<file path="src/rtl/risc_me_pkg.sv">
// Shared types and defaults for the load/store byte sequencer.
package risc_me_pkg;

  localparam int unsigned ADDR_W_DEFAULT = 8;
  localparam int unsigned DATA_W_DEFAULT = 16;

  localparam logic SIZE_BYTE = 1'b0;
  localparam logic SIZE_HALF = 1'b1;

  typedef enum logic [2:0] {
    StIdle,
    StAcc0,
    StAcc1,
    StCapt,
    StDone
  } lsu_state_e;

endpackage

</file>
<file path="src/rtl/lsu_byte_sequencer.sv">
// Byte/halfword load-store sequencer in front of a 256x8 synchronous memory.
// Optional byte-load sign extension is enabled by defining LSU_SIGNEXT_EN.
module lsu_byte_sequencer
  import risc_me_pkg::*;
#(
  parameter int unsigned ADDR_W = ADDR_W_DEFAULT,
  parameter int unsigned DATA_W = DATA_W_DEFAULT
) (
  input  logic              clk,
  input  logic              rst,
  input  logic              req_valid,
  output logic              req_ready,
  input  logic              req_write,
  input  logic              req_size,
  input  logic              req_signed,
  input  logic [ADDR_W-1:0] req_addr,
  input  logic [DATA_W-1:0] req_wdata,
  output logic              resp_valid,
  output logic [DATA_W-1:0] resp_rdata,
  output logic              mem_write,
  output logic [ADDR_W-1:0] mem_address,
  output logic [7:0]        mem_wdata,
  input  logic [7:0]        mem_rdata
);

  lsu_state_e        state_q, state_d;
  logic              write_q, write_d;
  logic              size_q, size_d;
  logic [ADDR_W-1:0] addr_q, addr_d;
  logic [DATA_W-1:0] wdata_q, wdata_d;
  logic [DATA_W-1:0] rdata_q, rdata_d;

`ifdef LSU_SIGNEXT_EN
  logic signed_q, signed_d;
`else
  logic unused_signed;
  assign unused_signed = req_signed;
`endif

  always_comb begin
    state_d     = state_q;
    write_d     = write_q;
    size_d      = size_q;
    addr_d      = addr_q;
    wdata_d     = wdata_q;
    rdata_d     = rdata_q;
`ifdef LSU_SIGNEXT_EN
    signed_d    = signed_q;
`endif
    req_ready   = 1'b0;
    resp_valid  = 1'b0;
    resp_rdata  = '0;
    mem_write   = 1'b0;
    mem_address = '0;
    mem_wdata   = '0;

    unique case (state_q)
      StIdle: begin
        req_ready = 1'b1;
        if (req_valid) begin
          write_d  = req_write;
          size_d   = req_size;
          addr_d   = req_addr;
          wdata_d  = req_wdata;
          rdata_d  = '0;  // byte loads rely on the upper byte starting clear
`ifdef LSU_SIGNEXT_EN
          signed_d = req_signed;
`endif
          state_d  = StAcc0;
        end
      end
      StAcc0: begin
        mem_address = addr_q;
        mem_wdata   = wdata_q[7:0];
        mem_write   = write_q;
        if (size_q == SIZE_HALF) begin
          state_d = StAcc1;
        end else if (write_q) begin
          state_d = StDone;
        end else begin
          state_d = StCapt;
        end
      end
      StAcc1: begin
        mem_address = addr_q + ADDR_W'(1);
        mem_wdata   = wdata_q[15:8];
        mem_write   = write_q;
        // Read data for the ACC0 address lands this cycle.
        if (!write_q) begin
          rdata_d[7:0] = mem_rdata;
        end
        state_d = write_q ? StDone : StCapt;
      end
      StCapt: begin
        if (size_q == SIZE_HALF) begin
          rdata_d[15:8] = mem_rdata;
        end else begin
          rdata_d[7:0] = mem_rdata;
        end
        state_d = StDone;
      end
      StDone: begin
        resp_valid = 1'b1;
        if (!write_q) begin
          resp_rdata = rdata_q;
`ifdef LSU_SIGNEXT_EN
          if (size_q == SIZE_BYTE && signed_q) begin
            resp_rdata[15:8] = {8{rdata_q[7]}};
          end
`endif
        end
        state_d = StIdle;
      end
      default: state_d = StIdle;
    endcase
  end

  always_ff @(posedge clk or posedge rst) begin
    if (rst) begin
      state_q  <= StIdle;
      write_q  <= 1'b0;
      size_q   <= SIZE_BYTE;
      addr_q   <= '0;
      wdata_q  <= '0;
      rdata_q  <= '0;
`ifdef LSU_SIGNEXT_EN
      signed_q <= 1'b0;
`endif
    end else begin
      state_q  <= state_d;
      write_q  <= write_d;
      size_q   <= size_d;
      addr_q   <= addr_d;
      wdata_q  <= wdata_d;
      rdata_q  <= rdata_d;
`ifdef LSU_SIGNEXT_EN
      signed_q <= signed_d;
`endif
    end
  end

endmodule

</file>
<file path="config.mk">
export PLATFORM = sky130hd
export DESIGN_NAME = lsu_byte_sequencer
export DESIGN_NICKNAME = d
export VERILOG_FILES = /design/src/rtl/risc_me_pkg.sv /design/src/rtl/lsu_byte_sequencer.sv
export SDC_FILE = /design/constraint.sdc
export NUM_CORES = 1
export LEC_CHECK = 0
export BUFFER_PORTS_ARGS = -buffer_cell sky130_fd_sc_hd__buf_2
export CORE_MARGIN = 2
export CORE_UTILIZATION = 38
export CTS_CLUSTER_DIAMETER = 50
export DETAILED_ROUTE_END_ITERATION = 7
export GPL_ROUTABILITY_DRIVEN = 0
export PLACE_DENSITY = 0.59
export SETUP_SLACK_MARGIN = 0.1
export SYNTH_ARGS = -nofsm -noshare
export SYNTH_HDL_FRONTEND = slang
export SYNTH_SLANG_ARGS = --single-unit
</file>
<file path="constraint.sdc">
create_clock -name clk -period 3 [get_ports clk]
set_input_delay 0.45 -clock clk [delete_from_list [all_inputs] [get_ports clk]]
set_output_delay 0.45 -clock clk [all_outputs]
set_load 0.02 [all_outputs]
</file>
[Yosys cells after proc, flatten, opt, wreduce, memory -nomap -nowiden]
Cells that the tools add are included.
W data, S select, Z words.
Operators by class
  $add $sub $neg: 1
  equal/unequal tests: 8
  mux-type cells: 17
  reduce and logical (&&, ||, !) cells: 7
Operator list (number)
  $mux W16: 3
  $pmux W8 S2: 3
  $mux W8: 3
  $pmux W8 S3: 1
  $pmux W3 S4: 1
  $mux W3: 3
  $add A8 B1 Y8 const B: 1
  $ne A2 B2 Y1 const B: 4
  $eq A3 B2 Y1 const B: 2
  $reduce_and A4 Y1: 1
  $eq A3 B1 Y1 const B: 1
  $eq A3 B3 Y1 const B: 1
  $logic_not A3 Y1: 1
  $mux W1: 3
  $reduce_and A3 Y1: 1
  $reduce_bool A3 Y1: 1
  $reduce_and A2 Y1: 1
  $reduce_bool A2 Y1: 1
  $reduce_or A2 Y1: 1
Storage, ports and cells
  bits in registers: 45
  input bits: 38
  output and inout bits: 35
  word-level logic and storage cells: 40

[Longest topological paths before layout]
  depth after elaboration: 3
  mapped depth: 5
  gate-level depth less buffers: 4

[Worst setup path before layout]
Ideal clock, no wire load.
  path type: reg-to-output
  start: register state_q[1]
  end: output resp_rdata[10]
  arrival time: 1.855 ns
  required time: 2.550 ns
  setup slack: 0.695 ns
  cell stages (with the launch flop): 6
  buffers on the path: 2
  path through: dfrtp_1 -> buf_2 -> nor3b_1 -> and2b_1 -> clkbuf_1 -> and2_1
On the way
  cells in the longest elaborated chain, start to end: 2
Ends and longest elaborated chain
  start: declaration: line lsu_byte_sequencer.sv:26  | lsu_state_e state_q, state_d;
  start signal: assignment: line lsu_byte_sequencer.sv:120  | state_q <= StIdle;
  start signal: assignment: line lsu_byte_sequencer.sv:130  | state_q <= state_d;
  $eq A3 B3 Y1: line lsu_byte_sequencer.sv:57  | unique case (state_q)
  $mux W16: line lsu_byte_sequencer.sv:57
  end: declaration: line lsu_byte_sequencer.sv:19  | output logic [DATA_W-1:0] resp_rdata,
No other way between the ends.

[Final worst setup path]
  start: register state_q[0]
  end: output mem_address[7]
On the way
  cells in the longest elaborated chain, start to end: 2
  elaborated cells on any way between the ends: 3
  classes of those cells: 2 x eq/ne; 1 x mux
Ends and longest elaborated chain
  $eq A3 B2 Y1 / $eq A3 B1 Y1 (equally long branches): line lsu_byte_sequencer.sv:57
  $pmux W8 S2 *: line lsu_byte_sequencer.sv:57
  end: declaration: line lsu_byte_sequencer.sv:21  | output logic [ADDR_W-1:0] mem_address,
Mark *: on every way between the ends. The rest lies on a longest branch, timed or not.

==> results.tsv <==
metric	value	unit
Critical R2R Launch	state_q[0]$_DFFE_PP0P_	
crit path kind	reg2out	
master cell of the clock root buffer	sky130_fd_sc_hd__clkbuf_8	
max incr delay on CP	0.59	ns
cell area after layout	2790	um^2
detailed-route DRC error count	0	
time the worst path needs with I/O delays and setup	2.60	ns
synthesis-stage register bit count	45	
Gates resized, CTS repair	0	
fraction of synthesized cell area taken by the top area cell type	0.487	
critical path's top delay family	simple AND/OR/NAND/NOR gates	
max-slew violation total from the final report	0	
area after detailed placement	2710	um^2
Post-Route Skew	0.0106	ns
number of buffer cells added on primary ports	71	
unrepaired setup endpoints after global routing	no	
post-detailed-route count of antenna-violating nets	0	
number of enable flip-flop cells after synthesis	0	
top-count cell post-synth	sky130_fd_sc_hd__dfrtp_1	
Finished Core Util	0.475	
Worst path slowest cell	sky130_fd_sc_hd__dfrtp_1	
CORE AREA	5890	um^2
kind of path behind the tightest hold check	in2async	
final cycle utilization of the critical path	0.866	
synthesis-to-layout area growth	20.9	%
layout cell share with drive strength beyond 1	0.430	
Post-Synthesis Cell Area	2310	um^2
Max FO, Critical Path	21	
pin count of the biggest net entering global routing	46	
total grt overflow	0	
power density relative to cell area	945	nW/um^2
critical path required time	2.55	ns
total setup buffers inserted after CTS	0	
net count after synthesis	248	
headroom to the max-slew limit	0.363	
hold-fix buffer count after cts	0	
initial antenna violation count	0	
most common flop cell mapped by yosys	sky130_fd_sc_hd__dfrtp_1	
H-tree depth	2	
Total Routing Usage GR	0.152	
buffer depth of the longest clock path	2	
number of buffers inserted during clock tree synthesis	5	
leakage power	1.37	nW
number of global-route vias before repair	1652	
Sequential Area	1130	um^2
f_max	385	MHz
commonest cells in the netlist	sky130_fd_sc_hd__dfrtp_1, sky130_fd_sc_hd__mux2_2, sky130_fd_sc_hd__and2_1	
final hold vios	0	
largest vdd supply drop	366	uV
die extent in x	82.0	um
Skew-Pair Late Insertion Delay	0.30	ns
first-iteration detailed-routing DRC count	98	
number of cells produced by synthesis	209	
arrival time reported for the critical path endpoint	2.15	ns
combined buffer and inverter count along the critical path	1	
worst setup path start	state_q[0]$_DFFE_PP0P_	
number of warning messages in the yosys log	0	
via total after detailed routing	1789	
final net count	317	
Avg Synthesized Cell Area	11.1	um^2
main area contributors after synthesis	sky130_fd_sc_hd__dfrtp_1, sky130_fd_sc_hd__mux2_2, sky130_fd_sc_hd__and2_1	
Synth cell types	36	
number of endpoints failing setup at the final stage	0	
library cell occupying the most area in the post-synthesis netlist	sky130_fd_sc_hd__dfrtp_1	
sequential fraction of the synthesis area	0.487	
Tightest Pin Transition	0.953	ns
router iterations before antenna repair	4	
detailed placement HPWL	3480	um
Worst setup EP type	primary output	
average wire per standard cell	14.2	um
n_diodes	0	
global-route wire length before repair	7840	um
outcome	finished, final reports clean	
die height	82.0	um
area used by multi-input combinational logic	1100	um^2
TritonCTS clock tree	built	
I/O pin count	73	
die area	6720	um^2
register clock-pin slew on the reported worst setup and hold paths	0.09	ns
element type at the critical path start	flop	
total routed wirelength	5020	um
Tot Pwr	2.64	mW
filler cell count in the final layout	541	
placement row count	28	
cells traversed along the worst timing path	or3b_4 > or4_1 > nand3_1 > buf_2	
vias per cell	5.05	
Async SR Flop Fraction	1.00	
total number of clock tree sinks	45	
initial cell density of the core	0.393	
total of max-cap violations	0	
Setup Total Neg Slack	0	ns
state kept, by name, summed over array words and instances, names as in the netlist:
name and cells:
write_q 1, size_q 1, state_q 3, rdata_q 16, wdata_q 16, addr_q 8
routing by layer:
layer / track usage / wire length (um)
met3: 0.0286 / 228
met1: 0.210 / 2260
met5: 0 / 0
met2: 0.236 / 2440
met4: 0.0633 / 93
cell type report:
type / instances / area share
clock buffer: 7 / 0.0273
timing repair buffer: 74 / 0.135
tap: 75 / 0.0336
inverter: 4 / 0.00537
multi-input combinational: 148 / 0.393
clock inverter: 1 / 0.00269
sequential: 45 / 0.403
path summary, 6_finish.rpt:
kind	to	slack, ns	depth (start not counted)
worst min-delay path	state_q[2]$_DFFE_PP0P_	0.37	2
worst max register to register	wdata_q[1]$_DFFE_PP0P_	0.92	4
worst min register to register	rdata_q[12]$_DFFE_PP0P_	0.51	1
max in group asynchronous	wdata_q[7]$_DFFE_PP0P_	2.05	2
worst max-delay path	mem_address[7]	0.40	4
min in group clk	addr_q[2]$_DFFE_PP0P_	0.38	2
layout by cell type, fill, tap and decap left out, types with 3 or more instances in the layout:
cell / instances
sky130_fd_sc_hd__buf_2: 71
sky130_fd_sc_hd__buf_4: 3
sky130_fd_sc_hd__inv_1: 3
sky130_fd_sc_hd__clkbuf_8: 5
sky130_fd_sc_hd__a22o_1: 9
sky130_fd_sc_hd__and3_1: 8
sky130_fd_sc_hd__and2_1: 17
sky130_fd_sc_hd__mux2_2: 33
sky130_fd_sc_hd__dfrtp_1: 45
sky130_fd_sc_hd__nor2b_1: 4
sky130_fd_sc_hd__o21ai_0: 15
sky130_fd_sc_hd__a21oi_1: 5
sky130_fd_sc_hd__nand3_1: 15
sky130_fd_sc_hd__nand2_1: 15
report_power, final:
group | internal, mW | switching [mW] | total [mW]
combinational | 0.543 | 0.626 | 1.17
sequential | 0.870 | 0.237 | 1.11
clock | 0.165 | 0.200 | 0.365
total | 1.58 | 1.06 | 2.64
cell families after synthesis:
| family | Yosys count | synth area share |
|---|---|---|
| flops | 45 | 0.487 |
| compound gates | 35 | 0.103 |
| simple gates | 77 | 0.197 |
| fa+ha+maj | 1 | 0.00541 |
| mux | 35 | 0.169 |
| buf+inv | 16 | 0.0379 |
metrics by stage:
step | cells | setup WS (ns) | hold slack (ns)
3_5_place_dp | 346 | 0.706 | 0.489
2_1_floorplan | 209 | 0.695 | 0.472
5_1_grt | 354 | 0.312 | 0.374
3_3_place_gp | 346 | 0.719 | 0.482
6_report | 354 | 0.401 | 0.368
4_1_cts | 354 | 0.389 | 0.371
(Power assumes the default switching activity.)
